<file path="config.mk">
export PLATFORM = sky130hd
export DESIGN_NAME = uprog_dispatcher
export DESIGN_NICKNAME = d
export VERILOG_FILES = /design/src/rtl/uprog_dispatcher.sv
export SDC_FILE = /design/constraint.sdc
export NUM_CORES = 1
export LEC_CHECK = 0
export ABC_AREA = 1
export ABC_CLOCK_PERIOD_IN_PS = 3200
export CORE_MARGIN = 5
export CORE_UTILIZATION = 45
export DETAILED_ROUTE_END_ITERATION = 10
export SYNTH_ARGS = -nofsm -noshare
export SYNTH_HDL_FRONTEND = slang
export SYNTH_SLANG_ARGS = --single-unit
</file>
<file path="constraint.sdc">
create_clock -name clk -period 3.2 [get_ports clk]
set_input_delay 0.64 -clock clk [delete_from_list [all_inputs] [get_ports clk]]
set_output_delay 0.64 -clock clk [all_outputs]
set_load 0.01 [all_outputs]
</file>
<file path="src/rtl/uprog_dispatcher.sv">
// uprog_dispatcher: round-robin command dispatcher in front of the microcode
// sequencer. Looks up entry uPC and loop bounds for the winning request's
// program ID, launches the sequencer, and returns a completion pulse.
module uprog_dispatcher #(
  parameter int UINST_ADDR_WIDTH = 9,
  parameter int NUM_REQ          = 4,
  parameter int NUM_PROG         = 8,
  localparam int PW              = $clog2(NUM_PROG)
) (
  input  logic                        clk,
  input  logic                        rstn,
  input  logic [NUM_REQ-1:0]          req,
  input  logic [NUM_REQ*PW-1:0]       req_prog,
  output logic [NUM_REQ-1:0]          gnt,
  output logic [NUM_REQ-1:0]          cmpl,
  output logic                        cmpl_err,
  output logic                        busy,
  input  logic                        cfg_we,
  input  logic [PW-1:0]               cfg_addr,
  input  logic [2:0]                  cfg_field,
  input  logic [10:0]                 cfg_wdata,
  output logic                        start_pos,
  output logic [UINST_ADDR_WIDTH-1:0] upc_start,
  output logic [10:0]                 loop_0,
  output logic [10:0]                 loop_1,
  output logic [10:0]                 loop_2,
  output logic [10:0]                 loop_3,
  output logic [10:0]                 loop_4,
  input  logic                        done
);

  localparam int RW       = $clog2(NUM_REQ);
  localparam int LW       = 11;
  localparam int NUM_LOOP = 5;

  typedef enum logic [1:0] {
    ST_IDLE   = 2'd0,
    ST_LAUNCH = 2'd1,
    ST_RUN    = 2'd2,
    ST_CMPL   = 2'd3
  } state_t;

  state_t                      state_r, state_nxt_s;
  logic                        valid_tab_r [NUM_PROG];
  logic [UINST_ADDR_WIDTH-1:0] entry_tab_r [NUM_PROG];
  logic [LW-1:0]               loop_tab_r  [NUM_PROG][NUM_LOOP];

  logic [RW-1:0]               rr_ptr_r, rr_nxt_s, win_r, win_nxt_s, arb_win_s;
  logic                        arb_any_s;
  logic [PW-1:0]               arb_pid_s;
  logic                        err_r, err_nxt_s;
  logic [NUM_REQ-1:0]          gnt_r, gnt_nxt_s, cmpl_r, cmpl_nxt_s;
  logic                        cmpl_err_r, cmpl_err_nxt_s;
  logic                        busy_r, start_r, start_nxt_s;
  logic [UINST_ADDR_WIDTH-1:0] upc_r, upc_nxt_s;
  logic [LW-1:0]               loop_r [NUM_LOOP];
  logic [LW-1:0]               loop_nxt_s [NUM_LOOP];

  function automatic logic [NUM_REQ-1:0] onehot_req(input logic [RW-1:0] idx);
    logic [NUM_REQ-1:0] v;
    v      = '0;
    v[idx] = 1'b1;
    return v;
  endfunction

  function automatic logic [RW-1:0] rr_idx(input logic [RW-1:0] base, input int k);
    return RW'((int'(base) + k) % NUM_REQ);
  endfunction

  // Round-robin pick: first requester at or after rr_ptr_r, with its program ID.
  always_comb begin
    arb_any_s = 1'b0;
    arb_win_s = '0;
    arb_pid_s = '0;
    for (int k = 0; k < NUM_REQ; k++) begin
      if (!arb_any_s && req[rr_idx(rr_ptr_r, k)]) begin
        arb_any_s = 1'b1;
        arb_win_s = rr_idx(rr_ptr_r, k);
      end else begin
        arb_win_s = arb_win_s;
      end
    end
    for (int i = 0; i < NUM_REQ; i++) begin
      if (arb_win_s == RW'(i)) begin
        arb_pid_s = req_prog[i*PW +: PW];
      end else begin
        arb_pid_s = arb_pid_s;
      end
    end
  end

  // Next-state logic of the launch/run/complete sequence.
  always_comb begin
    state_nxt_s = state_r;
    case (state_r)
      ST_IDLE:   if (arb_any_s) state_nxt_s = ST_LAUNCH; else state_nxt_s = ST_IDLE;
      ST_LAUNCH: if (err_r)     state_nxt_s = ST_CMPL;   else state_nxt_s = ST_RUN;
      ST_RUN:    if (done)      state_nxt_s = ST_CMPL;   else state_nxt_s = ST_RUN;
      ST_CMPL:   state_nxt_s = ST_IDLE;
      default:   state_nxt_s = ST_IDLE;
    endcase
  end

  // Next values of the registered outputs; launch data is read from the table
  // before any same-edge write lands, so a colliding write is not seen.
  always_comb begin
    gnt_nxt_s      = '0;
    cmpl_nxt_s     = '0;
    cmpl_err_nxt_s = 1'b0;
    start_nxt_s    = 1'b0;
    upc_nxt_s      = upc_r;
    for (int l = 0; l < NUM_LOOP; l++) loop_nxt_s[l] = loop_r[l];
    err_nxt_s      = err_r;
    win_nxt_s      = win_r;
    rr_nxt_s       = rr_ptr_r;
    case (state_r)
      ST_IDLE: begin
        if (arb_any_s) begin
          gnt_nxt_s = onehot_req(arb_win_s);
          win_nxt_s = arb_win_s;
          rr_nxt_s  = rr_idx(arb_win_s, 1);
          if (valid_tab_r[arb_pid_s]) begin
            start_nxt_s = 1'b1;
            upc_nxt_s   = entry_tab_r[arb_pid_s];
            for (int l = 0; l < NUM_LOOP; l++) loop_nxt_s[l] = loop_tab_r[arb_pid_s][l];
            err_nxt_s   = 1'b0;
          end else begin
            err_nxt_s   = 1'b1;
          end
        end else begin
          err_nxt_s = err_r;
        end
      end
      ST_LAUNCH: begin
        if (err_r) begin
          cmpl_nxt_s     = onehot_req(win_r);
          cmpl_err_nxt_s = 1'b1;
        end else begin
          cmpl_nxt_s     = '0;
        end
      end
      ST_RUN: begin
        if (done) begin
          cmpl_nxt_s     = onehot_req(win_r);
          cmpl_err_nxt_s = err_r;
        end else begin
          cmpl_nxt_s     = '0;
        end
      end
      ST_CMPL: err_nxt_s = 1'b0;
      default: err_nxt_s = 1'b0;
    endcase
  end

  // State, arbitration pointer and registered outputs.
  always_ff @(posedge clk or negedge rstn) begin
    if (!rstn) begin
      state_r    <= ST_IDLE;
      rr_ptr_r   <= '0;
      win_r      <= '0;
      err_r      <= 1'b0;
      gnt_r      <= '0;
      cmpl_r     <= '0;
      cmpl_err_r <= 1'b0;
      busy_r     <= 1'b0;
      start_r    <= 1'b0;
      upc_r      <= '0;
      for (int l = 0; l < NUM_LOOP; l++) loop_r[l] <= '0;
    end else begin
      state_r    <= state_nxt_s;
      rr_ptr_r   <= rr_nxt_s;
      win_r      <= win_nxt_s;
      err_r      <= err_nxt_s;
      gnt_r      <= gnt_nxt_s;
      cmpl_r     <= cmpl_nxt_s;
      cmpl_err_r <= cmpl_err_nxt_s;
      busy_r     <= (state_nxt_s != ST_IDLE);
      start_r    <= start_nxt_s;
      upc_r      <= upc_nxt_s;
      for (int l = 0; l < NUM_LOOP; l++) loop_r[l] <= loop_nxt_s[l];
    end
  end

  // Program table: one field written per cfg_we; entry writes mark the program valid.
  always_ff @(posedge clk or negedge rstn) begin
    if (!rstn) begin
      for (int p = 0; p < NUM_PROG; p++) begin
        valid_tab_r[p] <= 1'b0;
        entry_tab_r[p] <= '0;
        for (int l = 0; l < NUM_LOOP; l++) loop_tab_r[p][l] <= '0;
      end
    end else if (cfg_we) begin
      case (cfg_field)
        3'd0: begin
          entry_tab_r[cfg_addr] <= cfg_wdata[UINST_ADDR_WIDTH-1:0];
          valid_tab_r[cfg_addr] <= 1'b1;
        end
        3'd1:    loop_tab_r[cfg_addr][0] <= cfg_wdata;
        3'd2:    loop_tab_r[cfg_addr][1] <= cfg_wdata;
        3'd3:    loop_tab_r[cfg_addr][2] <= cfg_wdata;
        3'd4:    loop_tab_r[cfg_addr][3] <= cfg_wdata;
        3'd5:    loop_tab_r[cfg_addr][4] <= cfg_wdata;
        default: begin end
      endcase
    end
  end

  assign gnt       = gnt_r;
  assign cmpl      = cmpl_r;
  assign cmpl_err  = cmpl_err_r;
  assign busy      = busy_r;
  assign start_pos = start_r;
  assign upc_start = upc_r;
  assign loop_0    = loop_r[0];
  assign loop_1    = loop_r[1];
  assign loop_2    = loop_r[2];
  assign loop_3    = loop_r[3];
  assign loop_4    = loop_r[4];

endmodule

</file>
==> results of run 1 <==
kinds of logic after synthesis:
| kind of cell | after synthesis |
|---|---|
| AOI/OAI and AO/OA | 533 |
| adders and majority gates | 8 |
| xor gates and xnor gates | 1 |
| DFF | 602 |
| buffers and inverters | 980 |
| and+or+nand+nor | 1755 |
final cells by class:
cell class / count / area [um^2]
Fill cell: 6059 / 28100
Sequential cell: 602 / 15100
Multi-Input combinational cell: 2299 / 11700
Timing Repair Buffer: 414 / 4850
Inverter: 702 / 2650
Clock buffer: 106 / 2070
Tap cell: 864 / 1080
Clock inverter: 21 / 208
Antenna cell: 1 / 2.50
path summary, 6_finish.rpt:
check / slack, ns / from / endpoint
max in group asynchronous: 1.65 / rstn / loop_4[9]
min reg2reg: 0.46 / valid_tab_r[4] / valid_tab_r[4]
max reg2reg: -0.11 / rr_ptr_r[0] / loop_4[5]
min: 0.46 / valid_tab_r[4] / valid_tab_r[4]
max: -0.11 / rr_ptr_r[0] / loop_4[5]
min in group asynchronous: 0.59 / rstn / loop_tab_r[155]
sequential cells by signal (all words and copies together), names as in the netlist:
signal / count
busy: 1
cmpl: 4
cmpl_err: 1
entry_tab_r: 72
err_r: 1
gnt: 4
loop_0: 11
loop_1: 11
loop_2: 11
loop_3: 11
loop_4: 11
loop_tab_r: 440
rr_ptr_r: 2
start_pos: 1
state_r: 2
upc_start: 9
valid_tab_r: 8
win_r: 2
critical path, cell delays in order (launching register included):
cell and delay (ns):
dfrtp_2 0.42, buf_12 0.15, xor2_4 0.17, buf_4 0.15, buf_4 0.12, o21ai_0 0.20, nand3_2 0.14, nand2_4 0.12
inv_4 0.05, ha_4 0.17, a21oi_4 0.18, nand2_4 0.08, nand2_8 0.14, nand2_4 0.12, nand2_1 0.13, nand3_4 0.10
nand3_4 0.09, nand2_8 0.11, buf_12 0.17, clkbuf_16 0.19, nand3_1 0.09, nand2_1 0.06
cell usage in the layout, fill, tap and decap left out, types with 5 or more instances in the layout:
cell / Yosys / final
clkdlybuf4s50_1: 0 / 110
a22oi_1: 100 / 99
clkbuf_1: 139 / 19
buf_12: 0 / 67
clkbuf_8: 0 / 16
dfrtp_1: 602 / 601
o22ai_1: 180 / 180
nand2_2: 12 / 66
nand2_8: 0 / 6
nor2_1: 141 / 138
o21ai_0: 155 / 151
buf_4: 1 / 184
nand3_1: 533 / 467
clkbuf_16: 0 / 87
o21ai_1: 20 / 19
clkinv_2: 0 / 10
inv_1: 697 / 691
nand2_1: 998 / 934
inv_6: 0 / 5
a21oi_1: 75 / 72
nand3_4: 0 / 14
nand3b_1: 61 / 61
nand2_4: 0 / 6
buf_6: 8 / 21
buf_16: 0 / 12
nand3_2: 1 / 53
synth_stat cells (2+ instances only):
cell	count	area, um^2
dfrtp_1	602	15100
nor2_1	141	529
ha_1	8	100
nand2_2	12	75.1
clkbuf_1	139	522
o21ai_0	155	776
a21oi_1	75	375
clkinv_1	3	11.3
a22oi_1	100	751
inv_1	697	2620
o21ai_1	20	100
nand3b_1	61	458
o22ai_1	180	1130
nand2_1	998	3750
buf_1	20	75.1
buf_2	109	546
buf_6	8	90.1
nand3_1	533	2670
nand4_1	2	12.5
nor4_4	2	42.5
stage by stage:
step                      utilization (%)  cells  TNS (ns)  setup WS [ns]  hold WS [ns]
final                                57.2   5009     -5.51         -0.111         0.464
after detailed placement             50.9   4826    -57.99         -0.907         0.455
after floorplan                         -   3879         0          0.138         0.344
after global routing                 57.2   5008    -13.64         -0.234         0.489
after global placement               50.9   4826    -57.48         -0.893         0.450
after CTS                            55.6   4984    -0.477        -0.0331         0.471
layer usage:
metal	part of all wire, %	routed length, um
met3	8.9	9650
met5	0	0
met1	44	47500
met2	44	47800
met4	3.7	4060
timing repair:
action / 4_1_cts / 5_1_grt
cloned: 9 / 19
resized for setup: 98 / 136
setup endpoints to repair: 66 / 66
hold endpoints to repair: 2 / 0
setup buffers: 21 / 7
pin swaps: 28 / 49
hold buffers: 1 / 0
==> summary.md, run 1 <==
| Metric | Value |
|---|---|
| Status | `finished, violations left` |
| Failing checks | `setup timing` |
| CTS root buffer | `clkbuf_16` |
| Vias | `27,500` |
| EDFF count, synth | `0` |
| Min Tclk post-route | `3.31 ns` |
| Syn_area_per_cell | `7.68 um^2` |
| GPL Wtd Cong | `0.898` |
| Initial DRC count | `2,932` |
| RSZ-0062 raised after global routing | `true` |
| Sequential fraction of the synthesis area | `50.6%` |
| Multiplexer share of the synthesized area | `0%` |
| Final Cell Area | `between 30,000 and 40,000 um^2` |
| Maximum fanout along the worst path | `8` |
| CP Class | `reg -> reg` |
| Clk sinks | `602` |
| Post-synthesis cell area | `29,800 um^2` |
| Vias in the first global route | `around 26,000` |
| Max_cap viols | `0` |
| Most used DFF post-synth | `dfrtp_1` |
| Pin count of the biggest net entering global routing | `94` |
| Dpl hpwl | `67,700 um` |
| Num rows | `94` |
| Clock Latency Late Sink | `slightly above 0.6 ns` |
| Seq cells post-synth | `602` |
| Met3 usage | `4.66%` |
| Compound-Gate Fraction of Synth Area | `roughly a tenth` |
| Post-synthesis adder-cell area fraction | `0.336%` |
| GRT met1 Usage | `42.2%` |
| R2R depth | `21` |
| Initial Utilization | `45.3%` |
| Final nets | `4,133` |
| Synth-to-layout area growth | `26.2%` |
| Final period util | `103%` |
| Routed Antenna Nets | `0` |
| GRT Overall Usage | `28.7%` |
| M2 GR Usage | `43.6%` |
| Ys async rst share | `100%` |
| CTS tree | `yes` |
| Main combinational cell family by area after synthesis | `simple AND/OR/NAND/NOR gates` |
| Vias per cell | `5.49` |
| Hold crit path type | `reg -> reg` |
| Share of post-route cells with drive strength above 1 | `14.1%` |
| Slew margin rel. | `roughly 42%` |
| Antenna violations before repair | `0` |
| Synthesized net count | `3,924` |
| Hold Vio Cnt, Final | `0` |
| 1st-pass router iterations | `6` |
| Gate Count Post-Synth | `3,879` |
| Setup ws final | `-0.111 ns` |
| Drt total wl | `109,000 um` |
| Die width | `roughly 270 um` |
| Clk buf depth | `3` |
| CP Capture Type | `register` |
| Setup violators final | `66` |
| Grt peak-use layer | `met2` |
| Dpl cell area | `33,500 um^2` |
| IO Count | `112` |
| Distinct cells, synth | `34` |
| Critical Path Start Type | `register` |
| Cts bufs inserted | `69` |
| Slew Viols, Final | `0` |
| Drt drc | `0` |
| # port buffers | `roughly 110` |
| Xor/xnor share of the synthesized area | `0.0546%` |
| Hold Path Stages | `2` |
| Synth Area in Simple Gates | `between 20% and 30%` |
| Clock-pin slew on the worst setup and hold paths | `0.06 ns` |
| Worst clock skew | `0.0150 ns` |
| Die Footprint | `71,500 um^2` |
| Core Area | `65,700 um^2` |
| Drt wl/cell | `21.8 um` |
| First-pass GRT wire length | `159,000 um` |
| Crit path arrival time | `3.81 ns` |
| Worst Tran Pin Value | `slightly below 0.9 ns` |
| CP Data Required Time | `approximately 3.7 ns` |
| Total global routing overflow | `0` |
| Synth warnings | `0` |
| FMAX | `302 MHz` |
| H-tree levels | `3` |
| Die H | `roughly 270 um` |
Power of run 1 is not shown: default switching activity piles up to over one toggle a cycle in this logic, so the estimate is an artifact.
==> run 2: changes to the inputs <==
Settings changed: CAP_MARGIN set to 20.
==> results of run 2 <==
Final layout, timing and power as in run 1 (identical DEF).
Power of run 2 is left out for the same reason.
